## config.mk

```make
export PLATFORM = sky130hd
export DESIGN_NAME = dmem_arbiter_flat
export DESIGN_NICKNAME = d
export VERILOG_FILES = /design/src/rtl/dmem_arbiter_if.sv /design/src/rtl/dmem_arbiter.sv /design/src/flat_wrapper.sv
export SDC_FILE = /design/constraint.sdc
export NUM_CORES = 1
export LEC_CHECK = 0
export CORE_MARGIN = 4
export CORE_UTILIZATION = 25
export CTS_BUF_LIST = sky130_fd_sc_hd__clkbuf_8
export CTS_CLUSTER_DIAMETER = 200
export DETAILED_ROUTE_END_ITERATION = 12
export REMOVE_ABC_BUFFERS = 1
export SKIP_CTS_REPAIR_TIMING = 1
export SLEW_MARGIN = 20
export SYNTH_ARGS = -nofsm -noshare
export SYNTH_HDL_FRONTEND = slang
export SYNTH_SLANG_ARGS = --single-unit
```

## constraint.sdc

```tcl
create_clock -name clk -period 1.8 [get_ports clk]
set_input_delay 0.36 -clock clk [delete_from_list [all_inputs] [get_ports clk]]
set_output_delay 0.36 -clock clk [all_outputs]
set_load 0.01 [all_outputs]
```

## src/rtl/dmem_arbiter_if.sv

```systemverilog
// dmem_arbiter_if: CPU load/store, loader/debug and memory-side signals of the data-memory arbiter.
interface dmem_arbiter_if #(
  parameter int ADDR_W = 5,
  parameter int DATA_W = 32
);
  logic              cpu_rd;
  logic              cpu_wr;
  logic [ADDR_W-1:0] cpu_addr;
  logic [DATA_W-1:0] cpu_wdata;
  logic [DATA_W-1:0] cpu_rdata;
  logic              cpu_stall;
  logic              ldr_req;
  logic              ldr_we;
  logic [ADDR_W-1:0] ldr_addr;
  logic [DATA_W-1:0] ldr_wdata;
  logic              ldr_gnt;
  logic              ldr_rvalid;
  logic [DATA_W-1:0] ldr_rdata;
  logic              mem_en;
  logic              mem_we;
  logic [ADDR_W-1:0] mem_addr;
  logic [DATA_W-1:0] mem_wdata;
  logic [DATA_W-1:0] mem_rdata;
  modport master (
    input  cpu_rd, cpu_wr, cpu_addr, cpu_wdata, ldr_req, ldr_we, ldr_addr, ldr_wdata, mem_rdata,
    output cpu_rdata, cpu_stall, ldr_gnt, ldr_rvalid, ldr_rdata, mem_en, mem_we, mem_addr, mem_wdata
  );
  modport slave (
    output cpu_rd, cpu_wr, cpu_addr, cpu_wdata, ldr_req, ldr_we, ldr_addr, ldr_wdata, mem_rdata,
    input  cpu_rdata, cpu_stall, ldr_gnt, ldr_rvalid, ldr_rdata, mem_en, mem_we, mem_addr, mem_wdata
  );
endinterface

```

## src/rtl/dmem_arbiter.sv

```systemverilog
// dmem_arbiter: round-robin sequencer sharing a synchronous data RAM between the MEM stage and a loader.
// Defining DMEM_ARB_STATS_EN adds saturating conflict/stall counters with a synchronous clear.
module dmem_arbiter #(
  parameter int ADDR_W  = 5,
  parameter int DATA_W  = 32,
  parameter int MEM_LAT = 1
) (
  input logic clk,
  input logic rst_n,
  dmem_arbiter_if.master bus
`ifdef DMEM_ARB_STATS_EN
  ,
  input  logic        stats_clr,
  output logic [15:0] conflict_cnt,
  output logic [15:0] stall_cnt
`endif
);
  typedef enum logic [1:0] {IDLE, ISSUE, WAIT, DONE} state_t;
  state_t     state, nxt;
  logic [2:0] lat_cnt;
  logic       own, last_ldr, cpu_req, go, sel_ldr, stall, last_beat;
  assign cpu_req   = bus.cpu_rd | bus.cpu_wr;
  assign go        = cpu_req | bus.ldr_req;
  // last_ldr=1 means the loader owned the previous access, so a tie goes to the CPU
  assign sel_ldr   = bus.ldr_req & (~cpu_req | ~last_ldr);
  assign last_beat = state == WAIT && lat_cnt == 3'd1;
  assign stall     = rst_n & cpu_req & ~(state == DONE & ~own);
  assign bus.cpu_stall = stall;
  always_comb
    nxt = state == IDLE  ? (go ? ISSUE : IDLE) :
          state == ISSUE ? (bus.mem_we ? DONE : WAIT) :
          state == WAIT  ? (last_beat ? DONE : WAIT) : IDLE;
  always_ff @(posedge clk or negedge rst_n)
    if (!rst_n) state <= IDLE;
    else state <= nxt;
  always_ff @(posedge clk or negedge rst_n)
    if (!rst_n) begin
      bus.mem_en     <= 1'b0;
      bus.mem_we     <= 1'b0;
      bus.mem_addr   <= '0;
      bus.mem_wdata  <= '0;
      bus.ldr_gnt    <= 1'b0;
      bus.ldr_rvalid <= 1'b0;
      bus.ldr_rdata  <= '0;
      bus.cpu_rdata  <= '0;
      lat_cnt        <= 3'd0;
      own            <= 1'b0;
      last_ldr       <= 1'b1;
    end else begin
      bus.mem_en     <= state == IDLE && go;
      bus.mem_we     <= state == IDLE && go && (sel_ldr ? bus.ldr_we : bus.cpu_wr);
      bus.ldr_gnt    <= state == IDLE && sel_ldr;
      bus.ldr_rvalid <= last_beat && own;
      if (state == IDLE && go) begin
        bus.mem_addr  <= ADDR_W'(sel_ldr ? bus.ldr_addr : bus.cpu_addr);
        bus.mem_wdata <= DATA_W'(sel_ldr ? bus.ldr_wdata : bus.cpu_wdata);
        own           <= sel_ldr;
      end
      if (state == ISSUE) lat_cnt <= 3'(MEM_LAT);
      else if (state == WAIT) lat_cnt <= lat_cnt - 3'd1;
      if (last_beat && own) bus.ldr_rdata <= DATA_W'(bus.mem_rdata);
      if (last_beat && !own) bus.cpu_rdata <= DATA_W'(bus.mem_rdata);
      if (state == DONE) last_ldr <= own;
    end
  // simultaneous load and store is served as a store
  assert property (@(posedge clk) disable iff (!rst_n) !(bus.cpu_rd && bus.cpu_wr));
`ifdef DMEM_ARB_STATS_EN
  always_ff @(posedge clk or negedge rst_n)
    if (!rst_n) begin
      conflict_cnt <= 16'd0;
      stall_cnt    <= 16'd0;
    end else if (stats_clr) begin
      conflict_cnt <= 16'd0;
      stall_cnt    <= 16'd0;
    end else begin
      if (state == IDLE && cpu_req && bus.ldr_req && conflict_cnt != 16'hFFFF) conflict_cnt <= conflict_cnt + 16'd1;
      if (stall && stall_cnt != 16'hFFFF) stall_cnt <= stall_cnt + 16'd1;
    end
`endif
endmodule
```

## src/flat_wrapper.sv

```systemverilog
// flat-port wrapper written by rule: the top's interface ports become plain ports
module dmem_arbiter_flat 
#(
  parameter int ADDR_W  = 5,
  parameter int DATA_W  = 32,
  parameter int MEM_LAT = 1
)
  (clk, rst_n, bus_cpu_rd, bus_cpu_wr, bus_cpu_addr, bus_cpu_wdata, bus_ldr_req, bus_ldr_we, bus_ldr_addr, bus_ldr_wdata, bus_mem_rdata, bus_cpu_rdata, bus_cpu_stall, bus_ldr_gnt, bus_ldr_rvalid, bus_ldr_rdata, bus_mem_en, bus_mem_we, bus_mem_addr, bus_mem_wdata);
  dmem_arbiter_if #(.ADDR_W(ADDR_W), .DATA_W(DATA_W)) bus_i ();
  input logic clk;
  input logic rst_n;
  input wire logic [$bits(bus_i.cpu_rd)-1:0] bus_cpu_rd;
  input wire logic [$bits(bus_i.cpu_wr)-1:0] bus_cpu_wr;
  input wire logic [$bits(bus_i.cpu_addr)-1:0] bus_cpu_addr;
  input wire logic [$bits(bus_i.cpu_wdata)-1:0] bus_cpu_wdata;
  input wire logic [$bits(bus_i.ldr_req)-1:0] bus_ldr_req;
  input wire logic [$bits(bus_i.ldr_we)-1:0] bus_ldr_we;
  input wire logic [$bits(bus_i.ldr_addr)-1:0] bus_ldr_addr;
  input wire logic [$bits(bus_i.ldr_wdata)-1:0] bus_ldr_wdata;
  input wire logic [$bits(bus_i.mem_rdata)-1:0] bus_mem_rdata;
  output wire logic [$bits(bus_i.cpu_rdata)-1:0] bus_cpu_rdata;
  output wire logic [$bits(bus_i.cpu_stall)-1:0] bus_cpu_stall;
  output wire logic [$bits(bus_i.ldr_gnt)-1:0] bus_ldr_gnt;
  output wire logic [$bits(bus_i.ldr_rvalid)-1:0] bus_ldr_rvalid;
  output wire logic [$bits(bus_i.ldr_rdata)-1:0] bus_ldr_rdata;
  output wire logic [$bits(bus_i.mem_en)-1:0] bus_mem_en;
  output wire logic [$bits(bus_i.mem_we)-1:0] bus_mem_we;
  output wire logic [$bits(bus_i.mem_addr)-1:0] bus_mem_addr;
  output wire logic [$bits(bus_i.mem_wdata)-1:0] bus_mem_wdata;
  assign bus_i.cpu_rd = bus_cpu_rd;
  assign bus_i.cpu_wr = bus_cpu_wr;
  assign bus_i.cpu_addr = bus_cpu_addr;
  assign bus_i.cpu_wdata = bus_cpu_wdata;
  assign bus_i.ldr_req = bus_ldr_req;
  assign bus_i.ldr_we = bus_ldr_we;
  assign bus_i.ldr_addr = bus_ldr_addr;
  assign bus_i.ldr_wdata = bus_ldr_wdata;
  assign bus_i.mem_rdata = bus_mem_rdata;
  assign bus_cpu_rdata = bus_i.cpu_rdata;
  assign bus_cpu_stall = bus_i.cpu_stall;
  assign bus_ldr_gnt = bus_i.ldr_gnt;
  assign bus_ldr_rvalid = bus_i.ldr_rvalid;
  assign bus_ldr_rdata = bus_i.ldr_rdata;
  assign bus_mem_en = bus_i.mem_en;
  assign bus_mem_we = bus_i.mem_we;
  assign bus_mem_addr = bus_i.mem_addr;
  assign bus_mem_wdata = bus_i.mem_wdata;
  dmem_arbiter #(.ADDR_W(ADDR_W), .DATA_W(DATA_W), .MEM_LAT(MEM_LAT)) u_core (.clk(clk), .rst_n(rst_n), .bus(bus_i));
endmodule
```

; ---- After elaboration in Yosys (flattened, before gate mapping)
; Cells that the tools add are included.
[totals]
reg_bits = 112
in_bits = 112
wordCells = 48
[classes]
n_addsub = 1
n_eq_ne = 4
muxes = 11
n_bitwise = 11
n_reduce_logical = 9
[ops]
columns = operator, n
row1 = two-way mux 32 bit, 1
row2 = logical AND 1 bit, 6
row3 = two-way mux 2 bit, 3
row4 = two-way mux 3 bit, 2
row5 = two-way mux 5 bit, 1
row6 = bitwise AND 1 bit, 4
row7 = equality test 2 bit (second input constant), 2
row8 = two-way mux 1 bit, 4
row9 = inverter 1 bit, 4
row10 = equality test 3 x 1 -> 1 bit (second input constant), 1
row11 = bitwise OR 1 bit, 3
row12 = subtractor 3 x 1 -> 3 bit (second input constant), 1
row13 = equality test 2 x 1 -> 1 bit (second input constant), 1
row14 = logical NOT 2 bit, 1
row15 = nonzero test 2 bit, 1
row16 = logical NOT 1 bit, 1

; ---- Longest topological paths before layout
; Gate-level depths: netlist of the first run.
[depth]
word_depth = 6
ltp_mapped = 8
mapped_depth_nobuf = 6

; ---- Worst setup path before layout of the first run
; OpenSTA, ideal clock, no wires.
[synth_path]
kind = reg2reg
start = register u_core.lat_cnt[0]
end = register u_core.bus.cpu_rdata[10]
setup_ns = 0.125
arrival_ns = 1.468
t_required_ns = 1.675
slack_ns = 0.207
stages_incl_launch_ff = 7
path_buffers = 2
synth_period_minus_slack_ns = 1.593
cell_sequence = dfrtp_1 -> ha_1 -> and3b_2 -> nor2b_4 -> buf_6 -> buf_12 -> mux2_4
[synth_via]
elab_chain_len = 3
[synth_rtl]
columns = item, line_no
row1 = from (decl), dmem_arbiter.sv:20  ; logic [2:0] lat_cnt;
row2 = from (signal assigned), dmem_arbiter.sv:59  ; if (state == ISSUE) lat_cnt <= 3'(MEM_LAT);
row3 = from (signal assigned), dmem_arbiter.sv:60  ; else if (state == WAIT) lat_cnt <= lat_cnt - 3'd1;
row4 = equality test 3 x 1 -> 1 bit, dmem_arbiter.sv:26  ; assign last_beat = state == WAIT && lat_cnt == 3'd1;
row5 = logical AND 1 bit, dmem_arbiter.sv:26
row6 = logical AND 1 bit, dmem_arbiter.sv:62  ; if (last_beat && !own) bus.cpu_rdata <= DATA_W'(bus.mem_rdata);
row7 = to (signal assigned), dmem_arbiter.sv:62
row8 = to (decl), dmem_arbiter_if.sv:26  ; output cpu_rdata, cpu_stall, ldr_gnt, ldr_rvalid, ldr_rdata, mem_en, mem_we, mem_addr, mem_wdata
; Every way passes these cells.
; A chain may end at the register's enable or synchronous reset.

; ---- Final worst setup path of the first run
[layout_path]
start = register u_core.state[0]
end = register u_core.bus.cpu_rdata[0]
[layout_via]
elab_chain_len = 3
[layout_rtl]
columns = item, line_no
row1 = from (decl), dmem_arbiter.sv:19  ; state_t state, nxt;
row2 = from (signal assigned), dmem_arbiter.sv:35  ; else state <= nxt;
row3 = equality test 2 bit, dmem_arbiter.sv:26
row4 = logical AND 1 bit, dmem_arbiter.sv:26
row5 = logical AND 1 bit, dmem_arbiter.sv:62
; Every way passes these cells.

==> impl_results.md, run 1 <==
* Skew-Pair Late Insertion Delay at around 0.38 ns
* Vert. Die Dim at between 100 and 150 µm
* Largest net degree at the start of global routing at ~110
* Tcrit/Tclk final at 0.971
* H-tree Lvls at 3
* Initial Utilization at 0.257
* Die width at ~150 µm
* Synthesis-to-finish area growth at 60.7%
* Hold Worst Slack at about 0.083 ns
* Synth Warn # at 0
* Clock sink count at approximately 110
* Final Power at roughly 0.013 W
* Critical-path maximum fanout at 6
* Port Buf Inserts at 217
* Kind of critical path: register to register
* Synth unique cells at 29
* Synthesized area at slightly below 5000 µm²
* Post-synthesis async set-or-reset flop share at 1.00
* Gpl congestion at approximately 0.82
* DRC viols at 0
* Drt pass-1 iters at 4
* First-pass GRT wire length at 23000 µm
* Number of fill cells at roughly 1.8k
* Routed wire length at 14600 µm
* Synth Register Bits at 112
* Power Density at between 1500 and 2000 nW/µm²
* Vias in the first global route at approximately 4.3k
* Final setup margin at ~0.052 ns
* Post-placement cell area at between 7000 and 8000 µm²
* Slowest stage delay, CP at ~0.42 ns
* Dominant cells by area after synthesis: dfrtp_1 57%, mux2_4 9.3%, mux2_2 8.1%
* Most frequent cells after synthesis: 111 x dfrtp_1, 39 x a21oi_1, 39 x nor2_1, 37 x a31oi_1, 35 x mux2_2
* Root Buffer: clkbuf_8
* Post-route ant nets at 0
* Slew headroom at 0.595
* # rows at 50
* Syn Area/Cell at around 12 µm²
* RSZ-0062 raised after global routing: true
* Vias/cell at 4.56
* Slew Viols, Final at 0
* Slew at the pin closest to its max-slew limit at approximately 0.61 ns
* Max Freq at 572 MHz
* Final min period at ~1.7 ns
* Final Cell Area at 7790 µm²
* Status: complete, no violations
* Crit-path cells: inv_1, ha_1, and3b_2, nor2b_4, buf_12, buf_4, mux2_2
* Starting DRT DRC Count at between 80 and 90
* HP Class: primary input to async pin
* Worst setup slack after placement at -0.121 ns
* Core area at approximately 19000 µm²
* Endpoints failing setup at 0
* CTS max path bufs at 2
* Clock skew at 0.0145 ns
* Crit path launch type: register
* Post-synthesis sequential area ratio at 0.578
* FF-to-FF path depth at 7
* Most used DFF post-synth: dfrtp_1
* CTS tree: built
* Post-synth EDFFs at 0
* Hpwl dp at ~10000 µm
* Total CTS buffers at 9
* GR Overflow Total at 0
* IO Count at 218
* CP arrival at 2.02 ns
* GRT Total Usage at 0.131
* Max IR drop VDD at between 0.6 and 0.7 mV
* Gate Count Post-Synth at around 390
* Share of cells above drive strength 1 at 0.192
* Antenna cell count at 0
* Total number of vias at ~4k
* Most frequent cell after synthesis: dfrtp_1
* Die Area at between 20000 and 25000 µm²
* Multi-input combinational cell area at around 1800 µm²
* Area leader, netlist: dfrtp_1
* Initial antenna violation count at 0
* Yosys top cell area share at 0.573
* Setup crit end kind: register
* Worst-path clk slew at around 0.11 ns
* # nets final at around 730
* Static Leak at 3.19 nW
* Post-DR wirelength/cell at 16.6 µm
* CP max stage cell: dfrtp_1
* Fin util at 0.413
* Required time of the worst setup path at 2.07 ns
* # Max-Cap Violations at 0
* Register Area at ~2800 µm²
* Final Hold Viols at 0
[critical path, delay by kind of cell (launching register included)]
kind | cells | cell delay [ns]
mux | 1 | 0.33
simple gates | 2 | 0.38
buf+inv | 3 | 0.38
fa+ha+maj | 1 | 0.13
flops | 1 | 0.42
[per-stage QoR]
| step | instances | TNS (ns) |
|---|---|---|
| finish | 880 | 0 |
| global route | 880 | -0.120 |
| CTS | 875 | -0.394 |
| detailed placement | 859 | -1.57 |
| global placement | 859 | -0.613 |
| floorplan | 363 | -19.71 |
[worst paths after layout]
kind	start	end	slack [ns]
worst max-delay path	u_core.state[0]$_DFF_PN0_	u_core.bus.cpu_rdata[0]$_DFFE_PN0P_	0.05
worst min-delay path	rst_n	u_core.bus.ldr_gnt$_DFF_PN0_	0.08
worst max register to register	u_core.state[0]$_DFF_PN0_	u_core.bus.cpu_rdata[0]$_DFFE_PN0P_	0.05
worst min register to register	u_core.lat_cnt[2]$_DFFE_PN0P_	u_core.lat_cnt[2]$_DFFE_PN0P_	0.51
max in group asynchronous	rst_n	u_core.bus.mem_wdata[8]$_DFFE_PN0P_	1.26
min in group clk	u_core.lat_cnt[2]$_DFFE_PN0P_	u_core.lat_cnt[2]$_DFFE_PN0P_	0.51
[state kept, by name, summed over array words and instances (netlist names)]
signal	flops
u_core.bus.ldr_gnt	1
u_core.bus.mem_en	1
u_core.bus.ldr_rdata	32
u_core.bus.cpu_rdata	32
u_core.bus.mem_addr	5
u_core.lat_cnt	3
u_core.own	1
u_core.state	2
u_core.bus.ldr_rvalid	1
u_core.last_ldr	1
u_core.bus.mem_wdata	32
u_core.bus.mem_we	1
[layout make-up]
| cell class | instances | share of cell area |
|---|---|---|
| timing repair buffer | 241 | 0.325 |
| clock inverter | 5 | 0.0138 |
| clock buffer | 11 | 0.0194 |
| tap | 260 | 0.0417 |
| multi-input combinational | 243 | 0.236 |
| inverter | 8 | 0.00385 |
| sequential | 112 | 0.360 |
[cells by family after synthesis]
| family | count (synthesis) | share of synthesized area |
|---|---|---|
| multiplexers | 66 | 0.176 |
| flip-flops | 112 | 0.578 |
| AND/OR/NAND/NOR | 48 | 0.0423 |
| AO/OA/AOI/OAI | 123 | 0.142 |
| adder cells (fa/ha/maj) | 6 | 0.0155 |
| buffers and inverters | 38 | 0.0452 |
[layer usage]
layer	routed length (µm)	share of wire	vias up	GRT usage
met1	6030	0.41	1943	0.157
met2	6780	0.46	209	0.211
met3	1560	0.11	19	0.0571
li1	-	-	1844	-
met5	0	0	-	0
met4	240	0.016	0	0.0485
[cell usage in the layout, fill, tap and decap left out, drive strengths merged, types with 2 or more instances in the layout]
cell type,n
nor2,39
o21ai,43
ha,6
nor2b,2
clkdlybuf4s50,215
a21oi,39
dfrtp,111
inv,10
bufinv,3
a31oi,37
nand2,4
clkbuf,13
mux2,65
buf,24
[report_power, final]
| part | total [W] | switching [W] | internal (W) |
|---|---|---|---|
| logic | 0.00688 | 0.00282 | 0.00407 |
| clock network | 0.00189 | 0.000883 | 0.00101 |
| registers | 0.00452 | 0.000715 | 0.00381 |
| total | 0.0133 | 0.00441 | 0.00888 |
No activity file was read; power rests on OpenSTA's default activity.
==> inputs of run 2 (changes only) <==
Settings changed: GPL_ROUTABILITY_DRIVEN set to 0.
==> results of run 2 <==
No change in the layout: final DEF, timing and power equal those of run 1.
==> inputs of run 3 (changes only) <==
Settings changed: CTS_BUF_LIST sky130_fd_sc_hd__clkbuf_8 to sky130_fd_sc_hd__clkbuf_4 sky130_fd_sc_hd__clkbuf_8.
==> results of run 3 <==
No change in the layout: final DEF, timing and power equal those of run 1.
